[src/rtl/cdc_fifo_wptr_full_pkg.sv]
// ---------------------------------------------------------------------------
// cdc_fifo_wptr_full_pkg
// Purpose : shared types for the write-side pointer/flag block of the
//           asynchronous FIFO.
// Contents: wflags_t   - bundle of the registered write-side status flags
//           WFLAGS_RESET - value the flag bundle takes on reset
// ---------------------------------------------------------------------------
package cdc_fifo_wptr_full_pkg;

  // Registered write-side status flags, kept together so that reset and
  // next-state logic treat them as one unit.
  typedef struct packed {
    logic full;
    logic almost_full;
    logic overflow;
  } wflags_t;

  localparam wflags_t WFLAGS_RESET = '0;

endpackage : cdc_fifo_wptr_full_pkg

[src/rtl/cdc_fifo_gray2bin.sv]
// ---------------------------------------------------------------------------
// cdc_fifo_gray2bin
// Purpose : purely combinational Gray-to-binary converter, shared by the
//           write-side and read-side pointer blocks of the async FIFO.
// Ports   : i_gray [WIDTH-1:0]  Gray-coded input
//           o_bin  [WIDTH-1:0]  binary equivalent
// ---------------------------------------------------------------------------
module cdc_fifo_gray2bin #(
  parameter int WIDTH = 5
) (
  input  logic [WIDTH-1:0] i_gray,
  output logic [WIDTH-1:0] o_bin
);

  // Each binary bit is the XOR reduction of all Gray bits at or above it.
  generate
    for (genvar gi = 0; gi < WIDTH; gi++) begin : g_bit
      assign o_bin[gi] = ^i_gray[WIDTH-1:gi];
    end
  endgenerate

endmodule : cdc_fifo_gray2bin

[src/rtl/cdc_fifo_wptr_full.sv]
// ---------------------------------------------------------------------------
// cdc_fifo_wptr_full
// Purpose : write-domain pointer and flag logic of an asynchronous FIFO.
//           Maintains the binary/Gray write pointer, generates registered
//           full / almost-full flags, a conservative occupancy count and a
//           sticky overflow flag. All logic runs on w_clk.
// Ports   : w_clk           write-domain clock
//           w_rst_n         synchronous active-low reset
//           w_inc           write request
//           w_q2_rptr       Gray read pointer, already synchronised to w_clk
//           w_clr_overflow  clears the sticky overflow flag
//           w_full          registered full flag
//           w_almost_full   registered almost-full flag
//           w_ptr           registered Gray write pointer (to read domain)
//           w_addr          binary RAM write address
//           w_count         registered conservative occupancy (0..DEPTH)
//           w_overflow      sticky: write requested while full
// ---------------------------------------------------------------------------
module cdc_fifo_wptr_full
  import cdc_fifo_wptr_full_pkg::*;
#(
  parameter int ADDR_SIZE          = 4,
  parameter int ALMOST_FULL_MARGIN = 2
) (
  input  logic                 w_clk,
  input  logic                 w_rst_n,
  input  logic                 w_inc,
  input  logic [ADDR_SIZE:0]   w_q2_rptr,
  input  logic                 w_clr_overflow,
  output logic                 w_full,
  output logic                 w_almost_full,
  output logic [ADDR_SIZE:0]   w_ptr,
  output logic [ADDR_SIZE-1:0] w_addr,
  output logic [ADDR_SIZE:0]   w_count,
  output logic                 w_overflow
);

  localparam int DEPTH = 2 ** ADDR_SIZE;
  localparam logic [ADDR_SIZE:0] AF_THRESH =
    (ADDR_SIZE + 1)'(DEPTH - ALMOST_FULL_MARGIN);

  // State
  logic [ADDR_SIZE:0] r_bin;
  logic [ADDR_SIZE:0] r_gray;
  logic [ADDR_SIZE:0] r_count;
  wflags_t            r_flags;

  // Next-state
  logic               w_write_ok;
  logic               w_overflow_hit;
  logic [ADDR_SIZE:0] w_bin_next;
  logic [ADDR_SIZE:0] w_gray_next;
  logic [ADDR_SIZE:0] w_rbin;
  logic [ADDR_SIZE:0] w_count_next;
  logic [ADDR_SIZE:0] w_full_target;
  wflags_t            w_flags_next;

  // Read pointer in binary, for the occupancy subtraction.
  cdc_fifo_gray2bin #(
    .WIDTH (ADDR_SIZE + 1)
  ) u_rptr_g2b (
    .i_gray (w_q2_rptr),
    .o_bin  (w_rbin)
  );

  // The accept decision uses the registered flag only, so a read advance
  // arriving this cycle cannot un-block a write until the next edge.
  assign w_write_ok     = w_inc & ~r_flags.full;
  assign w_overflow_hit = w_inc &  r_flags.full;

  assign w_bin_next   = r_bin + {{ADDR_SIZE{1'b0}}, w_write_ok};
  assign w_gray_next  = w_bin_next ^ (w_bin_next >> 1);
  assign w_count_next = w_bin_next - w_rbin;

  // Full when the write pointer is exactly one lap ahead: in Gray code that
  // means the top two bits differ and the rest match.
  assign w_full_target = {~w_q2_rptr[ADDR_SIZE:ADDR_SIZE-1],
                          w_q2_rptr[ADDR_SIZE-2:0]};

  always_comb begin
    w_flags_next             = r_flags;
    w_flags_next.full        = (w_gray_next == w_full_target);
    // OR-ing in full keeps almost-full asserted even if the margin
    // parameter were pushed to its extreme.
    w_flags_next.almost_full = (w_count_next >= AF_THRESH) |
                               w_flags_next.full;
    // An overflowing write on the same edge wins over the clear request.
    w_flags_next.overflow    = w_overflow_hit |
                               (r_flags.overflow & ~w_clr_overflow);
  end

  always_ff @(posedge w_clk) begin
    if (!w_rst_n) begin
      r_bin   <= '0;
      r_gray  <= '0;
      r_count <= '0;
      r_flags <= WFLAGS_RESET;
    end else begin
      r_bin   <= w_bin_next;
      r_gray  <= w_gray_next;
      r_count <= w_count_next;
      r_flags <= w_flags_next;
    end
  end

  assign w_full        = r_flags.full;
  assign w_almost_full = r_flags.almost_full;
  assign w_overflow    = r_flags.overflow;
  assign w_ptr         = r_gray;
  assign w_addr        = r_bin[ADDR_SIZE-1:0];
  assign w_count       = r_count;

endmodule : cdc_fifo_wptr_full

[config.mk]
export PLATFORM = sky130hd
export DESIGN_NAME = cdc_fifo_wptr_full
export DESIGN_NICKNAME = d
export VERILOG_FILES = /design/src/rtl/cdc_fifo_wptr_full_pkg.sv /design/src/rtl/cdc_fifo_gray2bin.sv /design/src/rtl/cdc_fifo_wptr_full.sv
export SDC_FILE = /design/constraint.sdc
export NUM_CORES = 1
export LEC_CHECK = 0
export ABC_AREA = 1
export CAP_MARGIN = 10
export CORE_ASPECT_RATIO = 0.75
export CORE_MARGIN = 2
export CORE_UTILIZATION = 44
export CTS_CLUSTER_SIZE = 24
export DETAILED_ROUTE_END_ITERATION = 6
export PLACE_DENSITY = 0.8
export SKIP_LAST_GASP = 1
export SLEW_MARGIN = 20
export SYNTH_ARGS = -nofsm -noshare
export SYNTH_HDL_FRONTEND = slang
export SYNTH_SLANG_ARGS = --single-unit
[constraint.sdc]
create_clock -name w_clk -period 2.5 [get_ports w_clk]
set_input_delay 0.75 -clock w_clk [delete_from_list [all_inputs] [get_ports w_clk]]
set_output_delay 0.75 -clock w_clk [all_outputs]
set_load 0.02 [all_outputs]
==> impl_metrics.toml <==
[run_status]
status = "finished, final reports clean"

[finish]
layoutNonFillerInstCount = 247
finish.utilization_pct = 73.39
n_antenna_cell = 0
syn2layout_area_growth_pct = 56.35
postLayoutCellArea_mm2 = 0.001694
design.final.nets = 229
post_route_cells_drive_above_1_share_pct = 38.03

[placement]
io_buffer_count = 25
place.detailed.instances = 242
detailed_place.area_mm2 = 0.001593
place.detailed.hpwl_mm = 2.306
gp_congestion = 0.8854

[cts]
cts_hold_buf = 0
tritoncts_clock_tree = "built"
clk_pin_slew_ns = 0.11
cts_buffers = 3
clock-root-buffer = "sky130_fd_sc_hd__clkbuf_4"
max-clock-path-buffers = 2
clock_latency_ns = 0.30
clkSinkCount = 17
clock_tree.htree_level_count = 1

[sta]
timing.slew.headroom_pct = 85.16
setup_violations = 0
holdWs_ns = 0.4684
final_hold_viol_count = 0
min_period_ns = 2.458
worstMarginPinSlew_ns = 0.2218
max_freq_ghz = 0.4068
timing.final.max_slew_violations = 0
timing.final.crit_share_pct = 98.34
fin_skew_ns = 0.004026

[die]
ioPinCount = 26
start_util_pct = 46.94
die_width_um = 61.30
standard_cell_row_count = 15
die-height_um = 46.98
fp.dieArea_mm2 = 0.002880
floorplan.core_area_mm2 = 0.002308

[hold_path]
worstHoldPathCells = 2
worstHoldPathType = "reg2reg"

[yosys]
post_synth_fa_ha_maj_area_fraction_pct = 7.621
synth_top_cells_by_count = "sky130_fd_sc_hd__nand2_1 (33), sky130_fd_sc_hd__inv_1 (21), sky130_fd_sc_hd__nand3_1 (21)"
synth_xor_area_share_pct = 3.118
synth_top_cell_area_share_pct = 31.41
post_synthesis_compound_gate_area_fraction_pct = 4.273
yosysSeqAreaShare_pct = 31.41
synth-edff-count = 0
synth.net_count = 170
ys_seq_elements = 17
synthCells = 155
synthMostInstantiatedCell = "sky130_fd_sc_hd__nand2_1"
yosys.area_share.simple_pct = 44.92
yosys_warnings = 0
dominantRegCellSynth = "sky130_fd_sc_hd__dfxtp_1"
share_of_cell_area_taken_by_muxes_after_synthesis_pct = 0
post_synth_num_cell_types = 19
post_synth_main_area_contributors = "sky130_fd_sc_hd__dfxtp_1 (31%), sky130_fd_sc_hd__nand2_1 (11%), sky130_fd_sc_hd__nand2_2 (11%), sky130_fd_sc_hd__nand3_1 (9.7%), sky130_fd_sc_hd__inv_1 (7.3%)"
synth_top_family_by_area = "simple AND/OR/NAND/NOR gates"
asyncSetResetFlopFracSynth_pct = 0
synth.cell_area_mm2 = 0.001084
syn_area_per_cell_um2 = 6.991
synth_largest_area_cell = "sky130_fd_sc_hd__dfxtp_1"

[worst_setup_path]
cp_slowest_cell = "sky130_fd_sc_hd__fa_2"
worst-setup-path-type = "in2reg"
crit_path_top_cell_by_count = "sky130_fd_sc_hd__nand3_2"
cp_max_fo = 4
critical-path-max-stage-delay_ns = 0.40
r2r.worst_path.cells = 12
cp-end-kind = "flip-flop"
cp.required_ns = 2.70
crit_arrival_ns = 2.66
worstSetupStartpointType = "primary input"
crit_chain = "dlygate4sd2_1, inv_1, nand2_4, nand2_4, xor2_2, xor2_1, ha_2, fa_2, inv_2, nand3_2, nand3_2, nand2_2, inv_2, nand3_2"

[grt]
grt_max_degree = 14
vias_in_the_first_global_route = 1112
globalRouteTotalUtil_pct = 21.98
antenna_found_initial = 0
grt_pass1_wl_mm = 4.595
grt_remaining_overflow = 0

[power_and_ir_drop]
cellLeakagePower_nw = 0.8515
power.density_mw_per_mm2 = 465.8
worst_ir_drop_vdd_v = 0.0003448

[detailed_routing]
drtPass1Iterations = 4
antenna_violating_nets_post_route = 0
route.detailed.vias_per_inst = 4.947
remaining_drc_errors = 0
wl_per_cell_um = 12.05
initial_drc_count = 57
via_count = 1222
drt-total-wl_mm = 2.977

[job]
timing.max_cap.violations = 0
[kinds of logic after synthesis]
group,count (synthesis)
simple gates,96
buf+inv,25
flops,17
compound gates,8
fa+ha+maj,6
xor+xnor,3
[per-stage QoR]
stage | setup WS, ns | setup TNS, ns | power [mW]
after floorplan | 0.009469 | 0 | 0.4668
after global placement | -0.5643 | -2.169 | 0.5986
after detailed placement | -0.6756 | -2.760 | 0.6102
after CTS | 0.01313 | 0 | 0.7673
after global routing | -0.03570 | -0.03570 | 0.8364
final | 0.04152 | 0 | 0.7891
[critical path, delay by kind of cell]
| family | cells | cell delay, ns |
|---|---|---|
| XOR/XNOR | 2 | 0.33 |
| buffers and inverters | 4 | 0.53 |
| AND/OR/NAND/NOR | 6 | 0.43 |
| adder cells (fa/ha/maj) | 2 | 0.61 |
[repair_timing]
| item | in CTS | in global routing |
|---|---|---|
| buffers inserted | 0 | 1 |
| pin swaps | 4 | 7 |
| endpoints found under the setup margin | 5 | 2 |
| endpoints found under the hold margin | 0 | 0 |
| gates resized for setup | 8 | 16 |
[layout make-up]
class / instances / area [um^2]
clock inverter: 1 / 5.005
sequential: 17 / 340.3
multi-input combinational: 113 / 729.5
tap: 34 / 42.54
clock buffer: 3 / 22.52
timing repair buffer: 55 / 464.2
inverter: 24 / 90.09
fill: 176 / 614.3
[routing by layer]
metal  part of all wire, %  GRT usage (%)
met1                    43          26.46
met2                    49          37.66
met3                   5.3          5.785
met4                   2.5          9.130
met5                     0              0
[worst paths after layout]
kind                                   start            end  slack (ns)
worst max-delay path            w_q2_rptr[2]  w_almost_full        0.04
worst min-delay path              w_overflow     w_overflow        0.47
worst max register to register        w_full  w_almost_full        0.59
worst min register to register    w_overflow     w_overflow        0.47
[state kept, by name (all words and copies together) (netlist names)]
register,count
r_bin,5
w_almost_full,1
w_count,5
w_full,1
w_overflow,1
w_ptr,4
[cell usage in the layout, fill, tap and decap left out, types with 2 or more instances in the layout]
cell type,synthesis,layout
sky130_fd_sc_hd__clkbuf_4,0,3
sky130_fd_sc_hd__nand2_4,1,5
sky130_fd_sc_hd__nand2_1,33,32
sky130_fd_sc_hd__xor2_2,1,2
sky130_fd_sc_hd__a21oi_1,7,5
sky130_fd_sc_hd__inv_2,3,5
sky130_fd_sc_hd__ha_1,5,2
sky130_fd_sc_hd__nand4_1,2,2
sky130_fd_sc_hd__nand3_2,5,7
sky130_fd_sc_hd__ha_4,0,2
sky130_fd_sc_hd__nand3_1,21,19
sky130_fd_sc_hd__dfxtp_1,17,17
sky130_fd_sc_hd__nand2_2,19,16
sky130_fd_sc_hd__buf_4,0,30
sky130_fd_sc_hd__clkdlybuf4s50_1,0,22
sky130_fd_sc_hd__nor2_1,12,11
sky130_fd_sc_hd__nor2_2,2,3
sky130_fd_sc_hd__inv_1,21,19
sky130_fd_sc_hd__a21oi_2,0,2
[where the power goes]
| group | total, mW | switching [mW] | internal, mW |
|---|---|---|---|
| Sequential | 0.305 | 0.00882 | 0.296 |
| Clock | 0.157 | 0.0976 | 0.0597 |
| Combinational | 0.327 | 0.167 | 0.160 |
Power figures use the tool's default switching activity.
